### src/rtl/lsu_pkg.sv
// Shared types and helpers for the load/store unit SRAM data port.
package lsu_pkg;

    localparam int LANES = 4;

    // Access size encoding as presented by the execute stage; 2'b11 is illegal.
    typedef enum logic [1:0] {
        SZ_B = 2'b00,
        SZ_H = 2'b01,
        SZ_W = 2'b10
    } size_t;

    typedef enum logic [1:0] {
        IDLE = 2'b00,
        RD   = 2'b01,
        RESP = 2'b10
    } state_t;

    // Active-low byte enables for a store of the given size at byte offset lo.
    function automatic logic [LANES-1:0] store_ben(input size_t sz, input logic [1:0] lo);
        logic [LANES-1:0] en;
        en = '0;
        case (sz)
            SZ_B:    en = 4'b0001 << lo;
            SZ_H:    en = lo[1] ? 4'b1100 : 4'b0011;
            default: en = 4'b1111;
        endcase
        return ~en;
    endfunction

    // Right-justified store data replicated so every enabled lane sees its bytes.
    function automatic logic [31:0] store_din(input size_t sz, input logic [31:0] wd);
        logic [31:0] d;
        d = wd;
        case (sz)
            SZ_B:    d = {4{wd[7:0]}};
            SZ_H:    d = {2{wd[15:0]}};
            default: d = wd;
        endcase
        return d;
    endfunction

endpackage

### src/rtl/lsu_load_align.sv
// Combinational load data alignment: picks the addressed byte/half/word lane
// out of a 32-bit SRAM word and sign- or zero-extends it to 32 bits.
module lsu_load_align
    import lsu_pkg::*;
(
    input  logic [31:0] word_i,
    input  logic [1:0]  addr_lo_i,
    input  size_t       size_i,
    input  logic        unsigned_i,
    output logic [31:0] data_o
);

    logic [7:0]  lane_bytes [LANES];
    logic [7:0]  byte_sel;
    logic [15:0] half_sel;

    for (genvar gi = 0; gi < LANES; gi++) begin : g_lane
        assign lane_bytes[gi] = word_i[8*gi +: 8];
    end

    assign byte_sel = lane_bytes[addr_lo_i];
    assign half_sel = addr_lo_i[1] ? word_i[31:16] : word_i[15:0];

    // Extend the selected lane according to the access size and signedness.
    always_comb begin
        data_o = word_i;
        case (size_i)
            SZ_B:    data_o = {{24{byte_sel[7] & ~unsigned_i}}, byte_sel};
            SZ_H:    data_o = {{16{half_sel[15] & ~unsigned_i}}, half_sel};
            default: data_o = word_i;
        endcase
    end

endmodule

### src/rtl/lsu_sram_port.sv
// Load/store front end for the data port of the unified SRAM: one request
// outstanding at a time, SRAM strobed only in the accept cycle, load data
// captured the cycle after the strobe and returned aligned and extended.
module lsu_sram_port
    import lsu_pkg::*;
#(
    parameter int ADDR_WIDTH = 16,
    parameter int DATA_WIDTH = 32
) (
    input  logic                  clk,
    input  logic                  rst,
    input  logic                  req_valid,
    output logic                  req_ready,
    input  logic                  req_we,
    input  logic [1:0]            req_size,
    input  logic                  req_unsigned,
    input  logic [31:0]           req_addr,
    input  logic [DATA_WIDTH-1:0] req_wdata,
    output logic                  resp_valid,
    input  logic                  resp_ready,
    output logic [DATA_WIDTH-1:0] resp_rdata,
    output logic                  resp_err,
    output logic                  sram_cen,
    output logic                  sram_wen,
    output logic [LANES-1:0]      sram_ben,
    output logic [ADDR_WIDTH-1:0] sram_addr,
    output logic [DATA_WIDTH-1:0] sram_din,
    input  logic [DATA_WIDTH-1:0] sram_dout
);

    state_t                state_q, state_d;
    logic [1:0]            addr_lo_q;
    size_t                 size_q;
    logic                  unsigned_q;
    logic [DATA_WIDTH-1:0] rdata_q, rdata_d;
    logic                  err_q, err_d;
    logic [ADDR_WIDTH-1:0] addr_hold_q;
    logic [DATA_WIDTH-1:0] din_hold_q;

    logic                  accept;
    logic                  req_err;
    logic                  size_bad, misaligned, out_of_range;
    logic                  drive;
    size_t                 req_size_t;
    logic [DATA_WIDTH-1:0] aligned;

    assign req_ready  = (state_q == IDLE) && !rst;
    assign accept     = req_valid && req_ready;
    assign req_size_t = size_t'(req_size);

    // Request legality: size encoding, natural alignment, and address range.
    assign size_bad     = (req_size == 2'b11);
    assign misaligned   = ((req_size == SZ_H) && req_addr[0]) ||
                          ((req_size == SZ_W) && (req_addr[1:0] != 2'b00));
    assign out_of_range = ((req_addr >> (ADDR_WIDTH + 2)) != 32'd0);
    assign req_err      = size_bad || misaligned || out_of_range;

    // Only a legal accepted request touches the SRAM.
    assign drive = accept && !req_err;

    lsu_load_align u_align (
        .word_i     (sram_dout),
        .addr_lo_i  (addr_lo_q),
        .size_i     (size_q),
        .unsigned_i (unsigned_q),
        .data_o     (aligned)
    );

    // SRAM strobes are combinational from the request; address and data hold otherwise.
    always_comb begin
        sram_cen  = 1'b1;
        sram_wen  = 1'b1;
        sram_ben  = '1;
        sram_addr = addr_hold_q;
        sram_din  = din_hold_q;
        if (drive) begin
            sram_cen  = 1'b0;
            sram_addr = req_addr[ADDR_WIDTH+1:2];
            if (req_we) begin
                sram_wen = 1'b0;
                sram_ben = store_ben(req_size_t, req_addr[1:0]);
                sram_din = store_din(req_size_t, req_wdata);
            end
        end
    end

    // Next-state and response-register update.
    always_comb begin
        state_d = state_q;
        rdata_d = rdata_q;
        err_d   = err_q;
        case (state_q)
            IDLE: begin
                if (accept) begin
                    if (req_err) begin
                        state_d = RESP;
                        rdata_d = '0;
                        err_d   = 1'b1;
                    end else if (req_we) begin
                        state_d = RESP;
                        rdata_d = '0;
                        err_d   = 1'b0;
                    end else begin
                        state_d = RD;
                    end
                end
            end
            RD: begin
                // Read data is only present this cycle; the SRAM clears it next.
                rdata_d = aligned;
                err_d   = 1'b0;
                state_d = RESP;
            end
            RESP: begin
                if (resp_ready) begin
                    state_d = IDLE;
                end
            end
            default: state_d = IDLE;
        endcase
    end

    // State and response registers.
    always_ff @(posedge clk or posedge rst) begin
        if (rst) begin
            state_q <= IDLE;
            rdata_q <= '0;
            err_q   <= 1'b0;
        end else begin
            state_q <= state_d;
            rdata_q <= rdata_d;
            err_q   <= err_d;
        end
    end

    // Capture request attributes needed to align the load data one cycle later,
    // plus the last driven SRAM address/data so they stay put between accesses.
    always_ff @(posedge clk or posedge rst) begin
        if (rst) begin
            addr_lo_q   <= 2'b00;
            size_q      <= SZ_W;
            unsigned_q  <= 1'b0;
            addr_hold_q <= '0;
            din_hold_q  <= '0;
        end else if (drive) begin
            addr_lo_q   <= req_addr[1:0];
            size_q      <= req_size_t;
            unsigned_q  <= req_unsigned;
            addr_hold_q <= req_addr[ADDR_WIDTH+1:2];
            if (req_we) begin
                din_hold_q <= store_din(req_size_t, req_wdata);
            end
        end
    end

    assign resp_valid = (state_q == RESP);
    assign resp_rdata = rdata_q;
    assign resp_err   = err_q;

endmodule

### config.mk
export PLATFORM = sky130hd
export DESIGN_NAME = lsu_sram_port
export DESIGN_NICKNAME = d
export VERILOG_FILES = /design/src/rtl/lsu_pkg.sv /design/src/rtl/lsu_load_align.sv /design/src/rtl/lsu_sram_port.sv
export SDC_FILE = /design/constraint.sdc
export NUM_CORES = 1
export LEC_CHECK = 0
export BUFFER_PORTS_ARGS = -buffer_cell sky130_fd_sc_hd__buf_2
export CAP_MARGIN = 40
export CORE_MARGIN = 2
export CORE_UTILIZATION = 30
export CTS_CLUSTER_DIAMETER = 60
export DETAILED_ROUTE_END_ITERATION = 6
export PLACE_DENSITY = 0.63
export SLEW_MARGIN = 20
export SYNTH_ARGS = -nofsm -noshare
export SYNTH_HDL_FRONTEND = slang
export SYNTH_HIERARCHICAL = 1
export SYNTH_SLANG_ARGS = --single-unit
export TNS_END_PERCENT = 20
### constraint.sdc
create_clock -name clk -period 3.4 [get_ports clk]
set_input_delay 0.68 -clock clk [delete_from_list [all_inputs] [get_ports clk]]
set_output_delay 0.68 -clock clk [all_outputs]
set_load 0.005 [all_outputs]
# Word-level counts from Yosys, hierarchy flattened
# Cells that the tools add are included.
# word_totals
reg_bits	88
output_inout_bits	89
elab_cells	73
# classes
order_cmp	1
eq_ne	9
shifts	1
n_mux	31
bitwise	5
n_reduce_logical	18
# ops
operator	count
case mux 32 bit (2 select lines)	3
two-way mux 32 bit	5
two-way mux 16 bit	2
nonzero test 32 bit	1
two-way mux 4 bit	5
binary-select mux 8 bit (select 2 bit)	1
two-way mux 8 bit	2
two-way mux 2 bit	4
case mux 4 bit (2 select lines)	1
equality test 2 x 1 -> 1 bit (second input constant)	3
equality test 2 bit (second input constant)	3
zero test 2 bit	3
two-way mux 1 bit	6
case mux 2 bit (3 select lines)	1
logical AND 1 bit	5
inverter 4 bit	1
nonzero test 2 bit	2
<< shifter 1 x 2 -> 4 bit (first input constant)	1
>= comparator 3 bit (second input constant)	1
logical OR 1 bit	3
!= test 3 bit (second input constant)	1
inverter 2 -> 3 bit	1
AND reduction 3 bit	1
bitwise AND 1 bit	2
6 further kinds	7

# Depth between registers and ports, before layout
# depth
depth_word	11
depth_mapped	6

# Cells and area by module
# Netlist, hierarchy kept.
# by_module_without_submodules
mod	n_inst	cells_each	area_per_inst_um2
lsu_sram_port	1	268	3813.7
lsu_load_align	1	93	709.4

# Worst setup path after synthesis
# OpenSTA, ideal clock, no wires.
# synth_timing
kind	input to output
start	in req_addr[18]
end	out sram_din[10]
arrival_time_ps	2001
setup_slack_ps	719
stages	5
path_buffers	1
path_cell_list	nor4_2 o211ai_2 nor3_4 buf_6 mux2_1
# synth_via
elab_chain_cells	5
# synth_rtl
item	line_no	rtl
from (decl)	lsu_sram_port.sv:17	input logic [31:0] req_addr,
nonzero test 32 bit	lsu_sram_port.sv:55	assign out_of_range = ((req_addr >> (ADDR_WIDTH + 2)) != 32'd0);
logical OR 1 bit	lsu_sram_port.sv:56	assign req_err = size_bad || misaligned || out_of_range;
zero test 1 bit	lsu_sram_port.sv:59	assign drive = accept && !req_err;
logical AND 1 bit	lsu_sram_port.sv:59	
two-way mux 32 bit	lsu_sram_port.sv:76	if (drive) begin
to (decl)	lsu_sram_port.sv:27	output logic [DATA_WIDTH-1:0] sram_din,
# Every way passes these cells.

# Worst setup path after layout
# layout_timing
start	reg state_q[1]
end	out sram_din[12]
# layout_via
elab_chain_cells	5
# layout_rtl
item	line_no	rtl
from (decl)	lsu_sram_port.sv:31	state_t state_q, state_d;
from (signal assigned)	lsu_sram_port.sv:130	state_q <= state_d;
zero test 2 bit	lsu_sram_port.sv:47	assign req_ready = (state_q == IDLE) && !rst;
logical AND 1 bit	lsu_sram_port.sv:47	
logical AND 1 bit	lsu_sram_port.sv:48	assign accept = req_valid && req_ready;
logical AND 1 bit	lsu_sram_port.sv:59	
two-way mux 32 bit	lsu_sram_port.sv:76	
# Every way passes these cells.

==> results.toml <==
[yosys]
synth_top_cell_by_area = "dfrtp_1"
synth_edf_count = 0
netlist_area_sq_um = 4523
synthCells = 361
synth_seq_area_share = 0.4871
ys_top_cells_by_area = "dfrtp_1, mux2_2, a22o_1, mux2_1, mux2i_1"
ys_warn_count = 6
yosysTopAreaCellShare = 0.4813
yosys_register_bits = 88
syn_nets = 465
async_flop_share = 1.000
yosysMostFrequentCell = "dfrtp_1"
synth_ff_type = "dfrtp_1"
ys_top_cells_by_count = "dfrtp_1, mux2_2, a22o_1"
syn_avg_cell_area_sq_um = 12.53
ys_types = 41

[cts]
clkTransAtPathRegs_ps = 60
root_buffer = "clkbuf_16"
cts_buffers = 9
worstSkewPairLatency_ps = 340
postCtsSetupBuffers = 0
htreeDepth = 3
cts_tree = "built"
ctsHoldBuffers = 0
clock_sinks = 88
cts_resized = 0
cts_buffer_depth = 2

[layout]
antenna_cells = 0
area_growth_syn_to_layout_pct = 32.86
stdcell_count = 740
nets = 655
drive_gt1_frac = 0.5450
fill_cells = 1422

[floorplan]
die_area_sq_um = 16080
die_w_um = 126.8
fp.dieH_um = 126.8
coreArea_sq_um = 14640
ios = 193
start_util = 0.3089
rows = 44

[job]
maxCapViolCount = 0

[sta]
rsz0062_at_grt = "no"
fmax_mhz = 323.4
fin_ws_ps = 308.3
slew_headroom = 0.5592
finalClockSkew_ps = 7.953
final_max_slew_viol_count = 0
hold_viol_final = 0
tns_ps = 0
worst_pin_slew_ps = 661.2
setup_viol = 0
finalCritPeriodShare = 0.9093
period_needed_ps = 3092

[routing]
drcViolationCount = 0
detail_route.wl_per_cell_um = 17.27
vias = 3777
wirelength_mm = 12.78
drt-initial-drc-count = 171
viasPerCell = 5.104
firstDrtPassIters = 4
ant_nets = 0

[placement]
hpwl_mm = 9.451
placed_cells = 722
port_buffers = 192
routabilityCongestion = 0.8425
pre_cts_ws_ps = 353.4

[grt]
grt_max_degree = 47
grt_pass1_vias = 3912
grtUsageTotal = 0.1588
grt_pass1_wl_mm = 20.15
grt_overflow = 0
antenna_found_initial = 0

[worst_setup_path]
critical_path_class = "reg -> out"
required_ps = 2720
endpoint_kind = "primary output"
arrival_ps = 2410
cp-start-kind = "flip-flop"
critPathMaxFanout = 32

[power]
p_per_area_nw_per_um2 = 404.1
p_leak_uw = 0.003180
max-vdd-ir-drop_mv = 0.2916
fin_total_pwr_uw = 2428

[hold_path]
min_path_type = "in -> async"

[outcome]
status = "finished, final reports clean"
==> worst paths after layout <==
kind	startpoint	to	slack, ps	cells after the start
hold / removal	rst	state_q[1]	220	2
setup / recovery	state_q[1]	sram_din[12]	310	6
min in group clk	din_hold_q[5]	din_hold_q[5]	480	1
hold reg to reg	din_hold_q[5]	din_hold_q[5]	480	1
max in group asynchronous	rst	size_q[1]	2370	4
setup reg to reg	addr_lo_q[1]	resp_rdata[7]	1110	4
==> cell families after synthesis <==
kind of cell | count (synthesis) | synth area share
buffers and inverters | 31 | 0.04619
muxes | 88 | 0.2177
and+or+nand+nor | 61 | 0.07580
DFF | 88 | 0.4871
AOI/OAI and AO/OA | 93 | 0.1732
==> state kept, by name (all words and copies together), names as in the netlist <==
| register | flops |
|---|---|
| addr_hold_q | 16 |
| addr_lo_q | 2 |
| din_hold_q | 32 |
| resp_err | 1 |
| resp_rdata | 32 |
| size_q | 2 |
| state_q | 2 |
| unsigned_q | 1 |
==> worst max-delay path: stages, from the launching register on <==
cell,delay [ps]
dfrtp_1,440
nor4b_2,470
nand2_1,180
nor3_4,190
buf_12,230
mux2_1,390
buf_2,140
==> per-layer routing <==
metal / vias to the layer above / track usage / wire length [um]
li1: 1733 / - / -
met1: 1858 / 0.1960 / 5437
met2: 167 / 0.2591 / 6001
met3: 19 / 0.05652 / 1089
met4: 0 / 0.05430 / 252
met5: - / 0 / 0
==> cell usage in the layout, fill, tap and decap left out, types with 2 or more instances in the layout <==
cell / instances
mux2i_1: 17
a21oi_1: 3
a221o_1: 8
buf_2: 193
nor3b_4: 2
o21ai_2: 10
nor4_2: 3
nand2_1: 34
buf_12: 3
mux2_2: 46
nor2b_1: 2
buf_4: 8
dfrtp_1: 87
inv_1: 4
nor3_1: 2
o21ai_0: 19
nor2_1: 5
nand2_2: 2
mux2_1: 23
nand2b_1: 3
bufinv_16: 3
a22o_1: 41
clkbuf_16: 9
clkinv_2: 2
o221a_2: 8
==> per-stage QoR <==
stage | cell area, sq um | util | hold slack [ps]
floorplan | 4523 | - | 472.8
global placement | 5638 | 0.3850 | 458.5
detailed placement | 5638 | 0.3850 | 466.4
CTS | 5984 | 0.4087 | 481.0
global route | 6010 | 0.4104 | 204.2
finish | 6010 | 0.4104 | 223.5
==> cell type report <==
cell class	instances	area, sq um	share of cell area
inverters	6	23.77	0.003956
flip-flops and latches	88	2203	0.3666
multi-input cells	242	2120	0.3527
clock buffers	11	242.7	0.04039
repair buffers	204	1086	0.1807
well taps	184	230.2	0.03831
clock inverters	5	103.9	0.01728
==> report_power, final <==
group	total [uW]	internal (uW)	switching, uW
clock network	1150	739	416
logic	219	104	115
registers	1050	1050	3.96
Note: power is estimated with default switching activity, not from simulation.
